$ cat config.mk
export PLATFORM = sky130hd
export DESIGN_NAME = matrix_mem_loader_flat
export DESIGN_NICKNAME = d
export VERILOG_FILES = /design/src/rtl/matrix_mem_loader_if.sv /design/src/rtl/matrix_mem_loader.sv /design/src/flat_wrapper.sv
export SDC_FILE = /design/constraint.sdc
export NUM_CORES = 1
export LEC_CHECK = 0
export CAP_MARGIN = 25
export CORE_MARGIN = 5
export CORE_UTILIZATION = 30
export DETAILED_ROUTE_END_ITERATION = 7
export PLACE_DENSITY_LB_ADDON = 0.2
export SKIP_LAST_GASP = 1
export SYNTH_ARGS = -nofsm -noshare
export SYNTH_HDL_FRONTEND = slang
export SYNTH_SLANG_ARGS = --single-unit
$ cat constraint.sdc
create_clock -name clk -period 2 [get_ports clk]
set_input_delay 0.4 -clock clk [delete_from_list [all_inputs] [get_ports clk]]
set_output_delay 0.4 -clock clk [all_outputs]
set_load 0.1 [all_outputs]
$ cat src/rtl/matrix_mem_loader_if.sv
// Stream-in / RAM-write bundle for matrix_mem_loader; slave is the loader, master the producer.
// LOADER_CHECKSUM_EN adds checksum_o to the bundle.
interface matrix_mem_loader_if #(
    parameter int ADDR_W = 6,
    parameter int DATA_W = 8
);
    logic              start;
    logic [ADDR_W-1:0] base_addr;
    logic [ADDR_W:0]   length;
    logic              in_valid;
    logic [DATA_W-1:0] in_data;
    logic              in_ready;
    logic [ADDR_W-1:0] mem_addr_o;
    logic [DATA_W-1:0] mem_data_o;
    logic              mem_we_o;
    logic              busy_o;
    logic              is_done_o;
    logic [ADDR_W:0]   count_o;
`ifdef LOADER_CHECKSUM_EN
    logic [DATA_W-1:0] checksum_o;

    modport slave (
        input  start, base_addr, length, in_valid, in_data,
        output in_ready, mem_addr_o, mem_data_o, mem_we_o, busy_o, is_done_o, count_o, checksum_o
    );
    modport master (
        output start, base_addr, length, in_valid, in_data,
        input  in_ready, mem_addr_o, mem_data_o, mem_we_o, busy_o, is_done_o, count_o, checksum_o
    );
`else
    modport slave (
        input  start, base_addr, length, in_valid, in_data,
        output in_ready, mem_addr_o, mem_data_o, mem_we_o, busy_o, is_done_o, count_o
    );
    modport master (
        output start, base_addr, length, in_valid, in_data,
        input  in_ready, mem_addr_o, mem_data_o, mem_we_o, busy_o, is_done_o, count_o
    );
`endif
endinterface

$ cat src/rtl/matrix_mem_loader.sv
// Loads a valid/ready word stream into a single-port RAM from base_addr for length words.
// Write latency 1 cycle; in_ready only in LOAD. LOADER_CHECKSUM_EN adds a running checksum.
module matrix_mem_loader #(
    parameter int ADDR_W = 6,
    parameter int DATA_W = 8
) (
    input  logic                 clk,
    input  logic                 rst,
    matrix_mem_loader_if.slave   bus
);
    typedef enum logic [1:0] {S_IDLE, S_LOAD, S_DONE} state_t;

    state_t            r_state;
    state_t            w_state_nxt;
    logic [ADDR_W-1:0] r_base;
    logic [ADDR_W:0]   r_len;
    logic [ADDR_W:0]   r_count;
    logic [ADDR_W-1:0] r_mem_addr;
    logic [DATA_W-1:0] r_mem_data;
    logic              r_mem_we;
    logic              w_start;
    logic              w_xfer;
    logic [ADDR_W:0]   w_cnt_nxt;

    // start is ignored while a load is in flight
    assign w_start   = bus.start && (r_state != S_LOAD);
    assign w_xfer    = bus.in_valid && (r_state == S_LOAD);
    assign w_cnt_nxt = r_count + {{ADDR_W{1'b0}}, 1'b1};

    always_ff @(posedge clk or negedge rst) begin
        if (!rst) begin
            r_state <= S_IDLE;
        end else begin
            r_state <= w_state_nxt;
        end
    end

    always_comb begin
        w_state_nxt = r_state;
        case (r_state)
            S_IDLE, S_DONE: begin
                if (bus.start) begin
                    w_state_nxt = (bus.length == '0) ? S_DONE : S_LOAD;
                end
            end
            S_LOAD: begin
                if (w_xfer && (w_cnt_nxt == r_len)) begin
                    w_state_nxt = S_DONE;
                end
            end
            default: w_state_nxt = S_IDLE;
        endcase
    end

    always_comb begin
        bus.in_ready  = (r_state == S_LOAD);
        bus.busy_o    = (r_state == S_LOAD);
        bus.is_done_o = (r_state == S_DONE);
    end

    always_ff @(posedge clk or negedge rst) begin
        if (!rst) begin
            r_base     <= '0;
            r_len      <= '0;
            r_count    <= '0;
            r_mem_addr <= '0;
            r_mem_data <= '0;
            r_mem_we   <= 1'b0;
        end else begin
            r_mem_we <= w_xfer;
            if (w_start) begin
                r_base  <= bus.base_addr;
                r_len   <= bus.length;
                r_count <= '0;
            end
            if (w_xfer) begin
                r_mem_addr <= r_base + r_count[ADDR_W-1:0];
                r_mem_data <= bus.in_data;
                r_count    <= w_cnt_nxt;
            end
        end
    end

    assign bus.mem_addr_o = r_mem_addr;
    assign bus.mem_data_o = r_mem_data;
    assign bus.mem_we_o   = r_mem_we;
    assign bus.count_o    = r_count;

`ifdef LOADER_CHECKSUM_EN
    logic [DATA_W-1:0] r_checksum;

    // sums words as they are accepted so it lands with the matching mem_we_o pulse
    always_ff @(posedge clk or negedge rst) begin
        if (!rst) begin
            r_checksum <= '0;
        end else if (w_start) begin
            r_checksum <= '0;
        end else if (w_xfer) begin
            r_checksum <= r_checksum + bus.in_data;
        end
    end

    assign bus.checksum_o = r_checksum;
`endif
endmodule

$ cat src/flat_wrapper.sv
// flat-port wrapper written by rule: the top's interface ports become plain ports
module matrix_mem_loader_flat 
#(
    parameter int ADDR_W = 6,
    parameter int DATA_W = 8
)
  (clk, rst, bus_start, bus_base_addr, bus_length, bus_in_valid, bus_in_data, bus_in_ready, bus_mem_addr_o, bus_mem_data_o, bus_mem_we_o, bus_busy_o, bus_is_done_o, bus_count_o);
  matrix_mem_loader_if #(.ADDR_W(ADDR_W), .DATA_W(DATA_W)) bus_i ();
  input  logic clk;
  input  logic rst;
  input wire logic [$bits(bus_i.start)-1:0] bus_start;
  input wire logic [$bits(bus_i.base_addr)-1:0] bus_base_addr;
  input wire logic [$bits(bus_i.length)-1:0] bus_length;
  input wire logic [$bits(bus_i.in_valid)-1:0] bus_in_valid;
  input wire logic [$bits(bus_i.in_data)-1:0] bus_in_data;
  output wire logic [$bits(bus_i.in_ready)-1:0] bus_in_ready;
  output wire logic [$bits(bus_i.mem_addr_o)-1:0] bus_mem_addr_o;
  output wire logic [$bits(bus_i.mem_data_o)-1:0] bus_mem_data_o;
  output wire logic [$bits(bus_i.mem_we_o)-1:0] bus_mem_we_o;
  output wire logic [$bits(bus_i.busy_o)-1:0] bus_busy_o;
  output wire logic [$bits(bus_i.is_done_o)-1:0] bus_is_done_o;
  output wire logic [$bits(bus_i.count_o)-1:0] bus_count_o;
  assign bus_i.start = bus_start;
  assign bus_i.base_addr = bus_base_addr;
  assign bus_i.length = bus_length;
  assign bus_i.in_valid = bus_in_valid;
  assign bus_i.in_data = bus_in_data;
  assign bus_in_ready = bus_i.in_ready;
  assign bus_mem_addr_o = bus_i.mem_addr_o;
  assign bus_mem_data_o = bus_i.mem_data_o;
  assign bus_mem_we_o = bus_i.mem_we_o;
  assign bus_busy_o = bus_i.busy_o;
  assign bus_is_done_o = bus_i.is_done_o;
  assign bus_count_o = bus_i.count_o;
  matrix_mem_loader #(.ADDR_W(ADDR_W), .DATA_W(DATA_W)) u_core (.clk(clk), .rst(rst), .bus(bus_i));
endmodule
# Yosys cells after proc, flatten, opt, wreduce, memory -nomap -nowiden
# Index checks and enable logic that the tools add are counted.
# op_classes
add_sub_neg,2
eq_ne,6
muxes,6
n_reduce_logical,8
# ops
op,count
$mux W7,2
$add A7 B1 Y7 const B,1
$eq A7 B7 Y1,1
$logic_not A7 Y1,1
$add A6 B6 Y6,1
$mux W2,3
$ne A2 B1 Y1 const B,2
$pmux W2 S2,1
$logic_and A1 B1 Y1,3
$eq A2 B1 Y1 const B,1
$eq A2 B2 Y1 const B,1
$logic_not A2 Y1,1
$ne A2 B2 Y1 const B,1
$reduce_and A2 Y1,1
$reduce_bool A2 Y1,1
$reduce_or A2 Y1,1
# totals
output_inout_bits,25
regBits,37

# Longest topological paths before layout
# Gate-level depths: netlist of run 1.
# logic_depth
depth_word,5
ltp_mapped,8
ltp_nobuf,8

# Worst setup path before layout of run 1
# Ideal clock, no wire load.
# synth_path
path_kind,register to register
startpoint,register u_core.r_count[0] (netlist: u_core.bus.count_o[0])
endpoint,register u_core.r_state[0]
path_stages_with_launch,8
t_arrival_ns,2.270
path_slack_ns,-0.405
setup_time_ns,0.135
synth_period_minus_slack_ns,2.405
cell_sequence,dfrtp_1 -> ha_1 -> and3_1 -> buf_6 -> and4_1 -> o22ai_1 -> nor4_2 -> o22ai_1
# synth_via
elab_chain_cells,5
# synth_rtl
item,line,text
start: declaration,matrix_mem_loader.sv:17,logic [ADDR_W:0] r_count;
start signal: assignment,matrix_mem_loader.sv:79,r_count <= w_cnt_nxt;
$add A7 B1 Y7,matrix_mem_loader.sv:28,"assign w_cnt_nxt = r_count + {{ADDR_W{1'b0}}, 1'b1};"
$eq A7 B7 Y1,matrix_mem_loader.sv:47,if (w_xfer && (w_cnt_nxt == r_len)) begin
$logic_and A1 B1 Y1,matrix_mem_loader.sv:47,
$ne A2 B1 Y1 (no line),--,
$reduce_and A2 Y1 (no line),--,
end signal: assignment,matrix_mem_loader.sv:34,r_state <= w_state_nxt;
end: declaration,matrix_mem_loader.sv:13,state_t r_state;
# No other way between the ends.
# A chain may end at the register's enable or synchronous reset.

# Worst setup path after layout of run 1
# Same ends and word-level chain as after synthesis.

==> impl_metrics.toml, run 1 <==
[power_and_ir_drop]
vdd_ir_drop_max_mv = 1.08
seq_power_share_pct = 29.0
swShare_pct = 52.3
power.total_mw = 4.52
p_int_mw = 2.16
combPwrFrac_pct = 60.2
p_leak_nw = 1.17
power.density_nw_per_um2 = 1770
p_clk_share_pct = 10.8
p_sw_mw = 2.36

[yosys]
syn_area_per_cell_sq_um = 10.5
async_flop_share_pct = 100
synth-seq-cells = 37
yosysTopAreaCell = "dfrtp_1"
synth_edf_count = 0
synth_top_area_share_pct = 50.9
netlist_area_sq_um = 1820
synthTopCellsByArea = "dfrtp_1 (51%), mux2_2 (8.1%), nand2_1 (7.6%)"
synth-seq-area-share_pct = 50.9
synthTopCellsByCount = "dfrtp_1 (37), nand2_1 (37), o21ai_0 (14), mux2_2 (13)"
synth_cell_type_count = 42
syn_nets = 205
yosysWarnings = 0
synthFlopType = "dfrtp_1"
syn_inst = 173

[setup_path]
crit_path_end_kind = "flip-flop"
reg2reg_slack_ps = 90
crit_start = "u_core.bus.count_o[0]$_DFFE_PN0P_"
r2r_start = "u_core.bus.count_o[0]$_DFFE_PN0P_"
crit_chain = "ha_1, and3_1, a31oi_1, o22ai_1, nor4_2, o22ai_1"
max_stage_delay_ps = 540
crit_path_max_fanout = 8
cp_common_cell = "o22ai_1"
cp_data_arrival_time_ps = 2050
r2r-end = "u_core.r_state[0]$_DFFE_PN0P_"
critPathLaunchType = "flip-flop"
required_ps = 2150
path_class = "flip-flop to flip-flop"
reg2regPathDepth = 6
critical_path.slowest_cell = "dfrtp_4"

[drt]
drt_first_pass_iters = 4
ant_nets = 0
wl_per_cell_um = 14.3
drc = 0
routed_wl_um = 4340
num_vias = 1388
drt_iter0_markers = 26
avgViaCountPerCell = 4.58

[timing]
fmax_ghz = 0.525
finalMaxSlewViolations = 0
period_needed_ps = 1910
rsz0062_at_grt = "false"
finalHoldViolations = 0
fin_crit_sh_pct = 95.3
tightest_slew_ps = 448
fin_ws_ps = 94.7
setup_viol = 0
fin_worst_skew_ps = 9.10
max_slew_margin_pct = 70.1
fin_hold_ws_ps = 54.6

[placed_design]
port-buffer-count = 49
place.gp.congestion = 0.807
dp_hpwl_um = 3300
placed_area_sq_um = 2480
preCtsSetupSlack_ps = -14.5

[global_routing]
antenna_found_initial = 0
overflow = 0
grt_max_degree = 26
grt_pass1_wl_um = 7040
grt_pass1_vias = 1428
track_usage_pct = 11.8

[final_layout]
layout-drive-gt1-share_pct = 28.5
final_util_pct = 43.2
multiInputGateArea_sq_um = 831
n_fill_cell = 567
nets = 260
fin_area_sq_um = 2560
area_growth_pct = 40.8
regArea_sq_um = 938
num_antenna_cells = 0

[clock_network]
post_cts_buffers = 0
cts_max_level = 2
cts_resized = 0
worstSkewPairLatency_ps = 280
ctsLongestPathBuffers = 2
clk_pin_slew_ps = 80
cts_buffers = 5
postCtsHoldBufs = 0
cts_tree = "done"
cts_root_buf = "clkbuf_8"
numClockSinks = 37

[run_status]
run_status = "finished clean"

[floorplanning]
start_util_pct = 30.7
dieArea_sq_um = 7720
fp-row-count = 28
ios = 50
die_y_um = 87.8
die_w_um = 87.8
core-area_sq_um = 5920

[min_path]
hold_class = "input port to asynchronous set/reset pin"

[job]
maxCapViolCount = 0
-- worst max-delay path, delay by kind of cell (launching register included) --
kind | cells | cell delay, ps
fa+ha+maj | 1 | 230
simple gates | 2 | 570
compound gates | 3 | 420
flops | 1 | 540
-- placed cells by master (no fill, tap or decap), drive strengths merged, types with 5 or more instances in the layout --
cell type	Yosys	routed
a21oi	5	5
buf	5	32
clkbuf	2	6
clkdlybuf4s50	0	23
dfrtp	37	37
ha	6	6
inv	6	5
mux2	13	13
nand2	38	38
o21ai	14	14
xnor2	7	7
xor2	7	7
-- through the flow --
stage | TNS, ps | std cells
after floorplan | 0 | 173
after global placement | 0 | 296
after detailed placement | -14.5 | 296
after CTS | 0 | 303
after global routing | 0 | 303
final | 0 | 303
-- sequential cells by signal (all words and copies together), names as in the netlist --
name and flops:
u_core.bus.mem_data_o 8, u_core.bus.count_o 7, u_core.r_len 7, u_core.bus.mem_addr_o 6, u_core.r_base 6, u_core.r_state 2, u_core.bus.mem_we_o 1
-- routing by layer --
layer  part of all wire (%)  GRT usage, %  vias up
met2                     45          19.0       42
li1                       -             -      698
met1                     48          16.0      646
met3                    6.7          3.57        2
met4                   0.44          1.67        0
met5                      0             0        -
-- worst max-delay path by stage --
stage / to / slack, ps / cells past startpoint
2_1_floorplan: u_core.r_state[0]$_DFFE_PN0P_ / 30 / 7
3_3_place_gp: u_core.r_state[1]$_DFFE_PN0P_ / 50 / 5
3_5_place_dp: u_core.r_state[1]$_DFFE_PN0P_ / -10 / 5
4_1_cts: u_core.r_state[0]$_DFFE_PN0P_ / 70 / 6
5_1_grt: u_core.r_state[0]$_DFFE_PN0P_ / 0.06 / 6
6_report: u_core.r_state[0]$_DFFE_PN0P_ / 90 / 6
-- power groups by stage --
stage / clock network [mW] / logic [mW] / registers, mW
final: 0.488 / 2.72 / 1.31
after global routing: 0.544 / 2.88 / 1.35
after CTS: 0.507 / 2.75 / 1.31
after detailed placement: 0 / 2.74 / 1.32
after global placement: 0 / 2.72 / 1.32
after floorplan: 0 / 0.907 / 2.41
-- final cells by class --
type,instances,share of cell area (%)
sequential,37,36.7
multi-input combinational,123,32.5
timing repair buffer,55,23.2
tap,75,3.67
clock buffer,6,2.83
inverter,6,1.03
clock inverter,1,0.196
-- cell families after synthesis --
group	count (synthesis)	synth area share, %
buffers and inverters	13	3.51
AO/OA/AOI/OAI	32	10.7
flip-flops	37	50.9
AND/OR/NAND/NOR	56	14.2
multiplexers	14	8.60
XOR/XNOR	14	6.74
adder cells (fa/ha/maj)	7	5.23
Note: power is estimated with default switching activity, not from simulation.
==> run 2: changes to the inputs <==
--- a/config.mk
+++ b/config.mk
@@ -10,6 +10,7 @@
 export CORE_UTILIZATION = 30
 export DETAILED_ROUTE_END_ITERATION = 7
 export PLACE_DENSITY_LB_ADDON = 0.2
+export SETUP_SLACK_MARGIN = 0.1
 export SKIP_LAST_GASP = 1
 export SYNTH_ARGS = -nofsm -noshare
 export SYNTH_HDL_FRONTEND = slang
==> run 2 against run 1 <==
Clock-buffer cell count unchanged. Non-clock buffer count decreased by 1. Largest power group unchanged. Highest routed layer unchanged. Setup slack improved by 61 ps. Sequential power about the same. Critical path depth unchanged. Power increased by 4.7%. Fmax increased by 3.3%. Utilization increased by 0.76 points. Critical path type unchanged.
==> impl_metrics.toml, run 2 (synthesis gave the netlist of run 1 again) <==
[setup_path]
cp_data_arrival_time_ps = 2000
path_delay_family = "simple AND/OR/NAND/NOR gates"
path_class = "flip-flop to flip-flop"
critical_path.slowest_cell = "dfrtp_4"
crit_chain = "ha_4, and3_2, xnor2_2, nand4_1, nor4_2, o22ai_1"
cp.depth = 6
crit_start = "u_core.bus.count_o[1]$_DFFE_PN0P_"
reg2reg_slack_ps = 160
r2r-end = "u_core.r_state[0]$_DFFE_PN0P_"
critPathLaunchType = "flip-flop"
crit_path_end_kind = "flip-flop"
crit_path_max_fanout = 7
crit_buf_inv = 0
required_ps = 2160
max_stage_delay_ps = 520
reg2regPathDepth = 6
crit_end = "u_core.r_state[0]$_DFFE_PN0P_"
r2r_start = "u_core.bus.count_o[1]$_DFFE_PN0P_"

[drt]
drt_iter0_markers = 79
wl_per_cell_um = 13.6
drc = 0
routed_wl_um = 4110
num_vias = 1384
ant_nets = 0
drt_first_pass_iters = 4
avgViaCountPerCell = 4.57

[clock_network]
cts_root_buf = "clkbuf_8"
worstSkewPairLatency_ps = 290
cts_buffers = 5
numClockSinks = 37
cts_max_level = 2
clk_pin_slew_ps = 80
ctsLongestPathBuffers = 2
cts_tree = "done"
postCtsHoldBufs = 0

[floorplanning]
die_y_um = 87.8
core-area_sq_um = 5920
start_util_pct = 30.7
dieArea_sq_um = 7720
fp-row-count = 28
die_w_um = 87.8
ios = 50

[run_status]
run_status = "finished clean"

[job]
maxCapViolCount = 0

[power_and_ir_drop]
vdd_ir_drop_max_mv = 1.24
p_leak_nw = 1.18
swShare_pct = 50.4
p_clk_share_pct = 14.2
p_sw_mw = 2.39
p_int_mw = 2.35
combPwrFrac_pct = 58.2
seq_power_share_pct = 27.6
power.density_nw_per_um2 = 1820

[final_layout]
mostFrequentLayoutCell = "nand2_1"
final_util_pct = 44.0
nets = 259
area_growth_pct = 43.3
largest_register_ffs = 8
final_cell_mix = "nand2_1 (37), dfrtp_1 (30), clkdlybuf4s50_1 (23)"
fin_area_sq_um = 2610
num_antenna_cells = 0
layout-drive-gt1-share_pct = 31.1

[global_routing]
grt_pass1_vias = 1378
grt_pass1_wl_um = 6890
track_usage_pct = 11.5
overflow = 0
antenna_found_initial = 0
grt_max_degree = 38

[timing]
tightest_slew_ps = 820
finalMaxSlewViolations = 0
rsz0062_at_grt = "true"
finalHoldViolations = 0
setup_viol = 0
fin_crit_sh_pct = 92.2
fmax_ghz = 0.542
fin_setup_tns_ps = 0
fin_worst_skew_ps = 6.58
max_slew_margin_pct = 45.4
period_needed_ps = 1840

[min_path]
hold_class = "input port to asynchronous set/reset pin"

[placed_design]
placed_area_sq_um = 2460
dp_hpwl_um = 3140
port-buffer-count = 49
place.gp.congestion = 0.725
## run 2: worst min-delay path by stage
stage                                    startpoint                                    to  depth (start not counted)
6_report                                        rst  u_core.bus.mem_data_o[2]$_DFFE_PN0P_                          1
5_1_grt                                         rst  u_core.bus.mem_data_o[2]$_DFFE_PN0P_                          1
4_1_cts                                         rst  u_core.bus.mem_data_o[1]$_DFFE_PN0P_                          1
3_5_place_dp   u_core.bus.mem_data_o[7]$_DFFE_PN0P_  u_core.bus.mem_data_o[7]$_DFFE_PN0P_                          2
3_3_place_gp   u_core.bus.mem_data_o[4]$_DFFE_PN0P_  u_core.bus.mem_data_o[4]$_DFFE_PN0P_                          2
2_1_floorplan                                   rst     u_core.bus.count_o[2]$_DFFE_PN0P_                          0
## run 2: stage by stage
step                hold slack, ps  worst slack (ps)  cells  power [mW]
floorplan                      104               102    173        3.34
global placement               460              87.2    294        4.06
detailed placement             464              31.7    294        4.07
CTS                            230               129    302        4.76
global route                   273              89.4    303        5.02
finish                         198               156    303        4.73
## run 2: layout make-up
cell class	count	area, sq um
clock buffers	6	82.6
clock inverters	2	37.5
fillers	576	3320
inverters	6	26.3
multi-input cells	123	861
flip-flops and latches	37	940
well taps	75	93.8
repair buffers	54	564
## run 2: repair_timing
item / CTS / global route
buffers inserted: 0 / 1
endpoints found under the hold margin: 0 / 0
resized for setup: 0 / 4
setup endpoints to repair: 0 / 5
## run 2: power groups by stage
stage | clock, mW | combinational (mW) | sequential, mW
floorplan | 0 | 0.925 | 2.42
global placement | 0 | 2.73 | 1.33
detailed placement | 0 | 2.73 | 1.34
CTS | 0.702 | 2.74 | 1.32
global route | 0.732 | 2.93 | 1.36
finish | 0.672 | 2.75 | 1.31
## run 2: worst reg2reg max path: cells and delay by family, from the launching register on
| kind | cells | cell delay, ps |
|---|---|---|
| simple gates | 3 | 710 |
| compound gates | 1 | 130 |
| flops | 1 | 520 |
| fa+ha+maj | 1 | 190 |
| xor+xnor | 1 | 160 |
## run 2: per-layer routing
metal / vias to the layer above / share of wire [%] / global-route usage (%)
met5: - / 0 / 0
met4: 0 / 1.4 / 4.60
met3: 4 / 4.2 / 2.82
met2: 25 / 49 / 17.9
met1: 658 / 46 / 15.4
li1: 697 / - / -
